===== src/rtl/ga_fitness_unit.sv =====
// ga_fitness_unit: two-lane fitness responder returning |chrom - TARGET|^3 per lane.
// Each lane squares then cubes the distance with an LSB-first shift-add multiplier.
module ga_fitness_unit #(
    parameter int                     CHROM_WIDTH   = 16,
    parameter int                     FITNESS_WIDTH = (CHROM_WIDTH + 1) * 3,
    parameter logic [CHROM_WIDTH-1:0] TARGET        = 16'h1234
) (
    input  logic                     clk,
    input  logic                     reset,
    input  logic                     ff_enable,
    input  logic [CHROM_WIDTH-1:0]   ff_chrom1,
    input  logic [CHROM_WIDTH-1:0]   ff_chrom2,
    output logic                     ff_ready,
    output logic                     ff_valid,
    output logic [FITNESS_WIDTH-1:0] ff_fit1,
    output logic [FITNESS_WIDTH-1:0] ff_fit2
);
    localparam int L  = CHROM_WIDTH + 1;
    localparam int AW = 3 * L;
    localparam int CW = $clog2(L);

    typedef enum logic [2:0] {IDLE, DIFF, SQR, CUBE, DONE} state_t;

    state_t                   r_state, w_next;
    logic [CW-1:0]            r_cnt;
    logic                     r_valid;
    logic                     w_ready, w_accept, w_last, w_mul;
    logic [CHROM_WIDTH-1:0]   w_chrom [2];
    logic [CHROM_WIDTH-1:0]   r_chrom [2];
    logic [L-1:0]             r_a     [2];
    logic [L-1:0]             r_mp    [2];
    logic [AW-1:0]            r_mc    [2];
    logic [AW-1:0]            r_acc   [2];
    logic [FITNESS_WIDTH-1:0] r_fit   [2];
    logic [L-1:0]             w_d     [2];
    logic [L-1:0]             w_abs   [2];
    logic [AW-1:0]            w_sum   [2];

    assign w_chrom[0] = ff_chrom1;
    assign w_chrom[1] = ff_chrom2;
    assign w_ready    = (r_state == IDLE) || (r_state == DONE);
    assign w_accept   = ff_enable && w_ready;
    assign w_last     = r_cnt == CW'(CHROM_WIDTH);
    assign w_mul      = (r_state == SQR) || (r_state == CUBE);
    assign ff_ready   = w_ready;
    assign ff_valid   = r_valid;
    assign ff_fit1    = r_fit[0];
    assign ff_fit2    = r_fit[1];

    always_comb begin
        w_next = r_state;
        case (r_state)
            IDLE, DONE: w_next = ff_enable ? DIFF : IDLE;
            DIFF:       w_next = SQR;
            SQR:        w_next = w_last ? CUBE : SQR;
            CUBE:       w_next = w_last ? DONE : CUBE;
            default:    w_next = IDLE;
        endcase
    end

    always_ff @(posedge clk or posedge reset) begin
        if (reset) begin
            r_state <= IDLE;
            r_cnt   <= '0;
            r_valid <= 1'b0;
        end else begin
            r_state <= w_next;
            r_cnt   <= (w_mul && !w_last) ? r_cnt + 1'b1 : '0;
            r_valid <= (r_state == CUBE) && w_last;
        end
    end

    // Distance is formed one bit wider than the chromosome so underflow yields a true magnitude.
    always_comb begin
        for (int i = 0; i < 2; i++) begin
            w_d[i]   = {1'b0, r_chrom[i]} - {1'b0, TARGET};
            w_abs[i] = w_d[i][L-1] ? -w_d[i] : w_d[i];
            w_sum[i] = r_acc[i] + (r_mp[i][0] ? r_mc[i] : '0);
        end
    end

    always_ff @(posedge clk or posedge reset) begin
        if (reset) begin
            for (int i = 0; i < 2; i++) begin
                r_chrom[i] <= '0;
                r_a[i]     <= '0;
                r_mp[i]    <= '0;
                r_mc[i]    <= '0;
                r_acc[i]   <= '0;
                r_fit[i]   <= '0;
            end
        end else begin
            for (int i = 0; i < 2; i++) begin
                if (w_accept)
                    r_chrom[i] <= w_chrom[i];
                if (r_state == DIFF) begin
                    r_a[i]   <= w_abs[i];
                    r_mp[i]  <= w_abs[i];
                    r_mc[i]  <= AW'(w_abs[i]);
                    r_acc[i] <= '0;
                end else if (w_mul) begin
                    // The square's final sum becomes the multiplicand of the cube pass.
                    r_mp[i]  <= w_last ? r_a[i] : r_mp[i] >> 1;
                    r_mc[i]  <= w_last ? w_sum[i] : r_mc[i] << 1;
                    r_acc[i] <= w_last ? '0 : w_sum[i];
                    if (r_state == CUBE && w_last)
                        r_fit[i] <= FITNESS_WIDTH'(w_sum[i]);
                end
            end
        end
    end
endmodule


===== config.mk =====
export PLATFORM = sky130hd
export DESIGN_NAME = ga_fitness_unit
export DESIGN_NICKNAME = d
export VERILOG_FILES = /design/src/rtl/ga_fitness_unit.sv
export SDC_FILE = /design/constraint.sdc
export NUM_CORES = 1
export LEC_CHECK = 0
export BUFFER_PORTS_ARGS = -buffer_cell sky130_fd_sc_hd__buf_2
export CAP_MARGIN = 40
export CORE_MARGIN = 2
export CORE_UTILIZATION = 45
export DETAILED_ROUTE_END_ITERATION = 10
export MAX_ROUTING_LAYER = met4
export SLEW_MARGIN = 20
export SYNTH_ARGS = -nofsm -noshare
export SYNTH_HDL_FRONTEND = slang
export SYNTH_SLANG_ARGS = --single-unit

===== constraint.sdc =====
create_clock -name clk -period 35.6 [get_ports clk]
set_input_delay 0 -clock clk [delete_from_list [all_inputs] [get_ports clk]]
set_output_delay 0 -clock clk [all_outputs]
set_load 0.03 [all_outputs]

==> results of run 1 <==
[metal layers]
| layer | routed length [um] | track usage (%) | up-vias |
|---|---|---|---|
| met5 | 0 | - | - |
| met2 | 31000 | 40.2 | 457 |
| met4 | 1890 | 8.29 | 0 |
| met3 | 2720 | 2.82 | 100 |
| li1 | - | - | 9676 |
| met1 | 30700 | 33.7 | 9819 |
[stage by stage]
stage	instances	area (um2)
floorplan	2716	23800
global placement	3407	25000
detailed placement	3416	25300
CTS	3539	27200
global route	3544	27300
finish	3544	27300
[power breakdown]
| group | internal [W] | leakage, nW | switching (W) |
|---|---|---|---|
| Clock | 0.000285 | 0.775 | 0.000210 |
| Combinational | 0.000458 | 7.15 | 0.000744 |
| Sequential | 0.000670 | 5.35 | 0.000136 |
[cell families (layout without fill, tap and decap cells)]
family,Yosys count,after routing,synth area share [%]
AND/OR/NAND/NOR,1052,1052,19.2
AO/OA/AOI/OAI,728,728,20.1
flip-flops,415,415,43.6
buffers and inverters,209,348,3.31
XOR/XNOR,136,136,5.00
adder cells (fa/ha/maj),110,110,5.84
multiplexers,66,66,2.93
other,0,1,0
[placed cells by master (no fill, tap or decap), types with 47 or more instances in the layout]
cell and n:
a21oi_1 145, nand2_1 655, inv_1 53, buf_2 138, a22o_1 74, ha_1 108, nor2_1 133, xor2_1 51
and2_1 106, a21o_1 62, xnor2_1 85, dfrtp_1 415, clkbuf_16 47, o21ai_0 235
[sequential cells by signal (all words and copies together) (netlist names)]
register,count
r_a,34
ff_fit2,51
ff_fit1,51
r_mc,102
r_mp,34
r_chrom,32
r_state,3
r_cnt,5
ff_valid,1
r_acc,102
[worst max path at each step]
stage / start / to / slack [ps] / depth (start not counted)
after global placement: r_mp[17] / ff_fit1[50] / 30890 / 14
after detailed placement: r_mp[17] / ff_fit1[50] / 30780 / 14
final: r_mp[17] / ff_fit1[50] / 31030 / 15
after global routing: r_mp[17] / ff_fit1[50] / 30730 / 15
after CTS: r_mp[17] / ff_fit1[50] / 30760 / 14
after floorplan: reset / ff_fit1[0] / 24050 / 1
[layout make-up]
class,count,area (um2),share of cell area [%]
Multi-Input combinational cell,2092,12700,46.7
Sequential cell,415,10400,38.1
Timing Repair Buffer,207,1520,5.58
Clock buffer,57,1270,4.67
Tap cell,688,861,3.16
Clock inverter,29,282,1.03
Inverter,55,214,0.785
Antenna cell,1,2.50,0.00918
[worst max-delay path: stages (launching register included)]
cell and delay (ps):
dfrtp_1 400, buf_8 170, buf_4 230, and2_1 190, ha_1 210, fa_1 410
a21oi_1 200, o21ai_0 130, a21oi_1 290, o211ai_1 260, a21oi_1 570, o21ai_0 390
a21o_1 290, a21oi_1 240, a211oi_1 160, mux2_2 290
==> metrics.md, run 1 <==
| Metric | Value |
|---|---|
| Post-synth top cells | nand2_1, dfrtp_1, o21ai_0 |
| Synthesized area per cell | 8.77 um2 |
| Endpoints failing setup | 0 |
| Critical path type | register to register |
| Period utilization | 12.8% |
| Inserted Clock Buffers | 47 |
| FF+latch count, synth | 415 |
| Post-route setup TNS | 0 ps |
| Hold Vio Cnt, Final | 0 |
| Clock slew at reported path FFs | 60 ps |
| Core area | 0.0524 mm2 |
| Worst Hold End | r_chrom[0] |
| Post-CTS sizing | 0 |
| H-tree depth | 2 |
| Nets@finish | 2,963 |
| Gr usage total | 25.2% |
| Most frequent cell after synthesis | nand2_1 |
| Pleak | 13.3 nW |
| Core Util, Final | 52.0% |
| Min-delay src | ff_chrom2[0] |
| Number of global-route vias before repair | 19,803 |
| Hold WC Path Type | input pin to register |
| Global route total overflow | 0 |
| Arrival @ worst endpoint | 5060 ps |
| Die Footprint | 0.0548 mm2 |
| Post CTS Setup Buffer Count | 0 |
| Worst r2r src | r_mp[17] |
| Hold Crit Depth | 4 |
| Hpwl dp | 44.7 mm |
| Least-Margin Pin Slew | 943 ps |
| Syn Nets | 2,861 |
| # rows | 84 |
| Reg-to-reg slack, setup | 31,030 ps |
| Clock latency on the worst-skew pair | 600 ps |
| Remaining DRCs | 0 |
| CTS Hold Bufs | 37 |
| Largest net degree at the start of global routing | 158 |
| Max Buffers Root-to-Sink | 3 |
| Die Ht | 234 um |
| Peak supply drop | 41.5 uV |
| Die width | 234 um |
| Synth top area cells | dfrtp_1, nand2_1, ha_1 |
| Area added between synthesis and finish | 14.5% |
| Synthesized cell area | 0.0238 mm2 |
| Power per Cell Area | 91.8 mW/mm2 |
| Drt wl/cell | 18.7 um |
| Clock skew | 17.1 ps |
| Via count | 20,052 |
| Reg2Reg Depth | 15 |
| Yosys top cell by area | dfrtp_1 |
| First-pass GRT wire length | 108 mm |
| CTS Sinks | 415 |
| Critical path capture point type | register |
| CP required | 36,080 ps |
| Post-synth EDFFs | 0 |
| Pre-CTS WS | 30,780 ps |
| Crit Path Max Fanout | 27 |
| RSZ-0062 raised after global routing | false |
| Filler Cell Count | 4,880 |
| Initial core utilization | 45.4% |
| Run status | finished, final reports clean |
| Power consumption | 0.00250 W |
| Root Driver | clkbuf_16 |
| Ys flop type | dfrtp_1 |
| Post-DRT Antenna Nets | 0 |
| Final wirelength | 66.3 mm |
| Proportion of layout cells with a drive suffix above 1 | 11.1% |
| Number of antenna violations at the first check in global routing | 1 |
| Setup WS post-layout | 31,030 ps |
| Distinct cells, synth | 79 |
| Max-cap violations | 0 |
| Sequential fraction of the synthesis area | 43.6% |
| Hold_ws | 138 ps |
| # port buffers | 138 |
| Post-Syn Instances | 2,716 |
| Final slew viol count | 0 |
| Min Tclk post-route | 4570 ps |
| Worst rel slew slack | 37.1% |
| CTS tree | done |
| Ports | 139 |
| Max Freq | 219 MHz |
| Worst reg2reg path endpoint | ff_fit1[50] |
| Synth async-reset ratio | 100% |
| Top-area cell type share of the netlist area | 43.6% |
| Drt first pass iters | 5 |
| Ys Warns | 0 |
| Vias/cell | 5.66 |
| 1st-iter DRT viols | 1,441 |
| CP startpoint kind | register |
| GP Congestion | 0.899 |
Note: power is estimated with default switching activity, not from simulation.
==> run 2: changes to the inputs <==
==> constraint.sdc (replaced) <==
create_clock -name clk -period 3.8 [get_ports clk]
set_input_delay 0 -clock clk [delete_from_list [all_inputs] [get_ports clk]]
set_output_delay 0 -clock clk [all_outputs]
set_load 0.03 [all_outputs]
==> run 2 against run 1 <==
Net effect:
- sequential power grew to 9.4 times the previous value
- clock skew grew 5.0 ps
- global-route usage up 0.23 points
- fmax rose by 22%
- largest power group unchanged
- die area stayed put
- combinational power grew to 9.9 times the previous value
- register-to-register slack lost 31000 ps
- sequential share of layout area down 0.98 points
==> metrics.md, run 2 (synthesized netlist as in run 1, its figures left out) <==
| Metric | Value |
|---|---|
| Combinational Power Share | 48.8% (+0.8 points) |
| Root Driver | clkbuf_16 |
| Sw Ratio | 43.2% (-0.32 points) |
| Hold Vio Cnt, Final | 0 (unchanged) |
| Largest regs | r_acc: 102 flops, r_mc: 102 flops |
| Final wirelength | 67.8 mm (+2.3%) |
| Critical path capture point type | register |
| CTS tree | done |
| Proportion of layout cells with a drive suffix above 1 | 14.1% (+3.0 points) |
| Post-DRT Antenna Nets | 0 (unchanged) |
| Filler Cell Count | 4,830 (-1.0%) |
| Least-Margin Pin Slew | 813 ps (-130 ps) |
| Area added between synthesis and finish | 17.5% |
| Core area | 0.0524 mm2 (unchanged) |
| Hpwl dp | 46.3 mm (+3.5%) |
| Power per Cell Area | 871 mW/mm2 (+850%) |
| Worst rel slew slack | 45.8% (+8.6 points) |
| Peak supply drop | 383 uV (+820%) |
| Number of global-route vias before repair | 19,908 (+0.53%) |
| Clock slew at reported path FFs | 60 ps (about the same) |
| Run status | finished, final reports clean |
| Via count | 20,339 (+1.4%) |
| Nets@finish | 3,023 (+2.0%) |
| Drt first pass iters | 5 (unchanged) |
| Arrival @ worst endpoint | 4250 ps (-810 ps) |
| Post-route setup TNS | 0 ps (unchanged) |
| Critical path type | register to register |
| Clock latency on the worst-skew pair | 610 ps (about the same) |
| CP max stage cell | a2111oi_4 |
| Crit-path cells | and2_1, ha_1, fa_2, a21o_1, a221o_1, a221oi_4, o21ai_2, a41oi_2, o41ai_4, a2111oi_4, mux2_4, o31ai_1 |
| Die width | 234 um (unchanged) |
| Clock skew | 22.1 ps (+5.00 ps) |
| # rows | 84 (unchanged) |
| CP required | 4300 ps (-31,780 ps) |
| CTS Sinks | 415 (unchanged) |
| Largest net degree at the start of global routing | 232 (+47%) |
| Min Tclk post-route | 3740 ps (-829 ps) |
| Pleak | 13.7 nW (+2.9%) |
| Initial core utilization | 45.4% (unchanged) |
| # port buffers | 138 (unchanged) |
| Die Ht | 234 um (unchanged) |
| Sequential share of power | 31.1% (-1.1 points) |
| Number of antenna violations at the first check in global routing | 0 (-1) |
| Clock share of power | 20.1% (+0.3 points) |
| Core Util, Final | 53.4% (+1.4 points) |
| Max incr delay on CP | 490 ps (-80 ps) |
| Ports | 139 (unchanged) |
| Die Footprint | 0.0548 mm2 (unchanged) |
| Max Freq | 267 MHz (+22%) |
| RSZ-0062 raised after global routing | true |
| Most frequent cells in the layout | nand2_1, dfrtp_1, o21ai_0 |
| Max-cap violations | 0 (unchanged) |
| Crit Path Max Fanout | 4 (-85%) |
| Antenna Cells | 0 (-1) |
| Drt wl/cell | 18.8 um (+0.50%) |
| 1st-iter DRT viols | 1,614 (+12%) |
| Hold_ws | 46.0 ps (-91.9 ps) |
| Commonest non-fill, non-tap cell in the layout | nand2_1 |
| GP Congestion | 0.920 (+2.4%) |
| Remaining DRCs | 0 (unchanged) |
| Gr usage total | 25.5% (+0.23 points) |
| Inserted Clock Buffers | 49 (+4.3%) |
| Global route total overflow | 0 (unchanged) |
| Endpoints failing setup | 0 (unchanged) |
| First-pass GRT wire length | 109 mm (+0.88%) |
| H-tree depth | 2 (unchanged) |
| Period utilization | 98.5% (+86 points) |
| Max Buffers Root-to-Sink | 3 (unchanged) |
| Vias/cell | 5.64 (-0.31%) |
| CP startpoint kind | register |
| Internal cell power | 0.0138 W (+880%) |
| Final slew viol count | 0 (unchanged) |
| Hold WC Path Type | input pin to register |
| NetSw | 0.0105 W (+870%) |
run 2: cell types whose count changed in the layout (fill, tap and decap cells not counted), sizes merged:
| cell | previous run | this run |
|---|---|---|
| buf | 169 | 230 |
| clkbuf | 57 | 68 |
| clkinv | 18 | 14 |
| clkinvlp | 3 | 5 |
| diode | 1 | 0 |
| dlygate4sd3 | 38 | 34 |
| inv | 59 | 56 |
run 2: routing by layer:
layer / share of wire [%] / global-route usage, %
met5: 0 / -
met4: 2.6 / 7.73
met3: 4.1 / 2.71
met2: 47 / 40.5
met1: 46 / 34.4
run 2: final cells by class:
type | count | area, um2 | area share, %
Multi-Input combinational cell | 2092 | 12900 | 46.2
Tap cell | 688 | 861 | 3.08
Clock inverter | 24 | 264 | 0.943
Timing Repair Buffer | 265 | 1920 | 6.87
Sequential cell | 415 | 10400 | 37.1
Clock buffer | 67 | 1420 | 5.09
Inverter | 55 | 210 | 0.751
run 2: through the flow:
| stage | total power (W) | worst slack [ps] | cell area [um2] | instances |
|---|---|---|---|---|
| after floorplan | 0.0157 | -1800 | 23800 | 2716 |
| after global placement | 0.0189 | 81.4 | 25600 | 3472 |
| after detailed placement | 0.0192 | 24.4 | 25600 | 3473 |
| after CTS | 0.0243 | 27.0 | 27700 | 3598 |
| after global routing | 0.0261 | -40.2 | 28000 | 3606 |
| final | 0.0244 | 55.7 | 28000 | 3606 |
run 2: power groups by stage:
stage	clock network, W	logic (W)	registers, W
after floorplan	0	0.00772	0.00795
after global placement	0	0.0114	0.00756
after detailed placement	0	0.0116	0.00761
after CTS	0.00501	0.0117	0.00756
after global routing	0.00518	0.0132	0.00781
final	0.00490	0.0119	0.00758
run 2: path summary, 6_finish.rpt:
kind	startpoint	to	slack, ps	cells past startpoint
worst max-delay path	r_mp[0]	ff_fit2[36]	60	12
worst min-delay path	ff_enable	r_chrom[28]	50	4
worst max register to register	r_mp[0]	ff_fit2[36]	60	12
worst min register to register	ff_fit2[45]	ff_fit2[45]	470	2
max in group asynchronous	reset	r_chrom[30]	2200	6
min in group asynchronous	reset	r_mc[25]	540	4
run 2: what timing repair did:
action,CTS,global route
endpoints found under the hold margin,278,0
endpoints found under the setup margin,0,59
gates resized for setup,0,43
setup buffers,0,5
hold buffers,34,0
run 2: critical path: cells and delay by family (launching register included):
kind | cells | cell delay, ps
AO/OA/AOI/OAI | 8 | 2170
multiplexers | 1 | 350
AND/OR/NAND/NOR | 1 | 160
adder cells (fa/ha/maj) | 2 | 580
flip-flops | 1 | 390
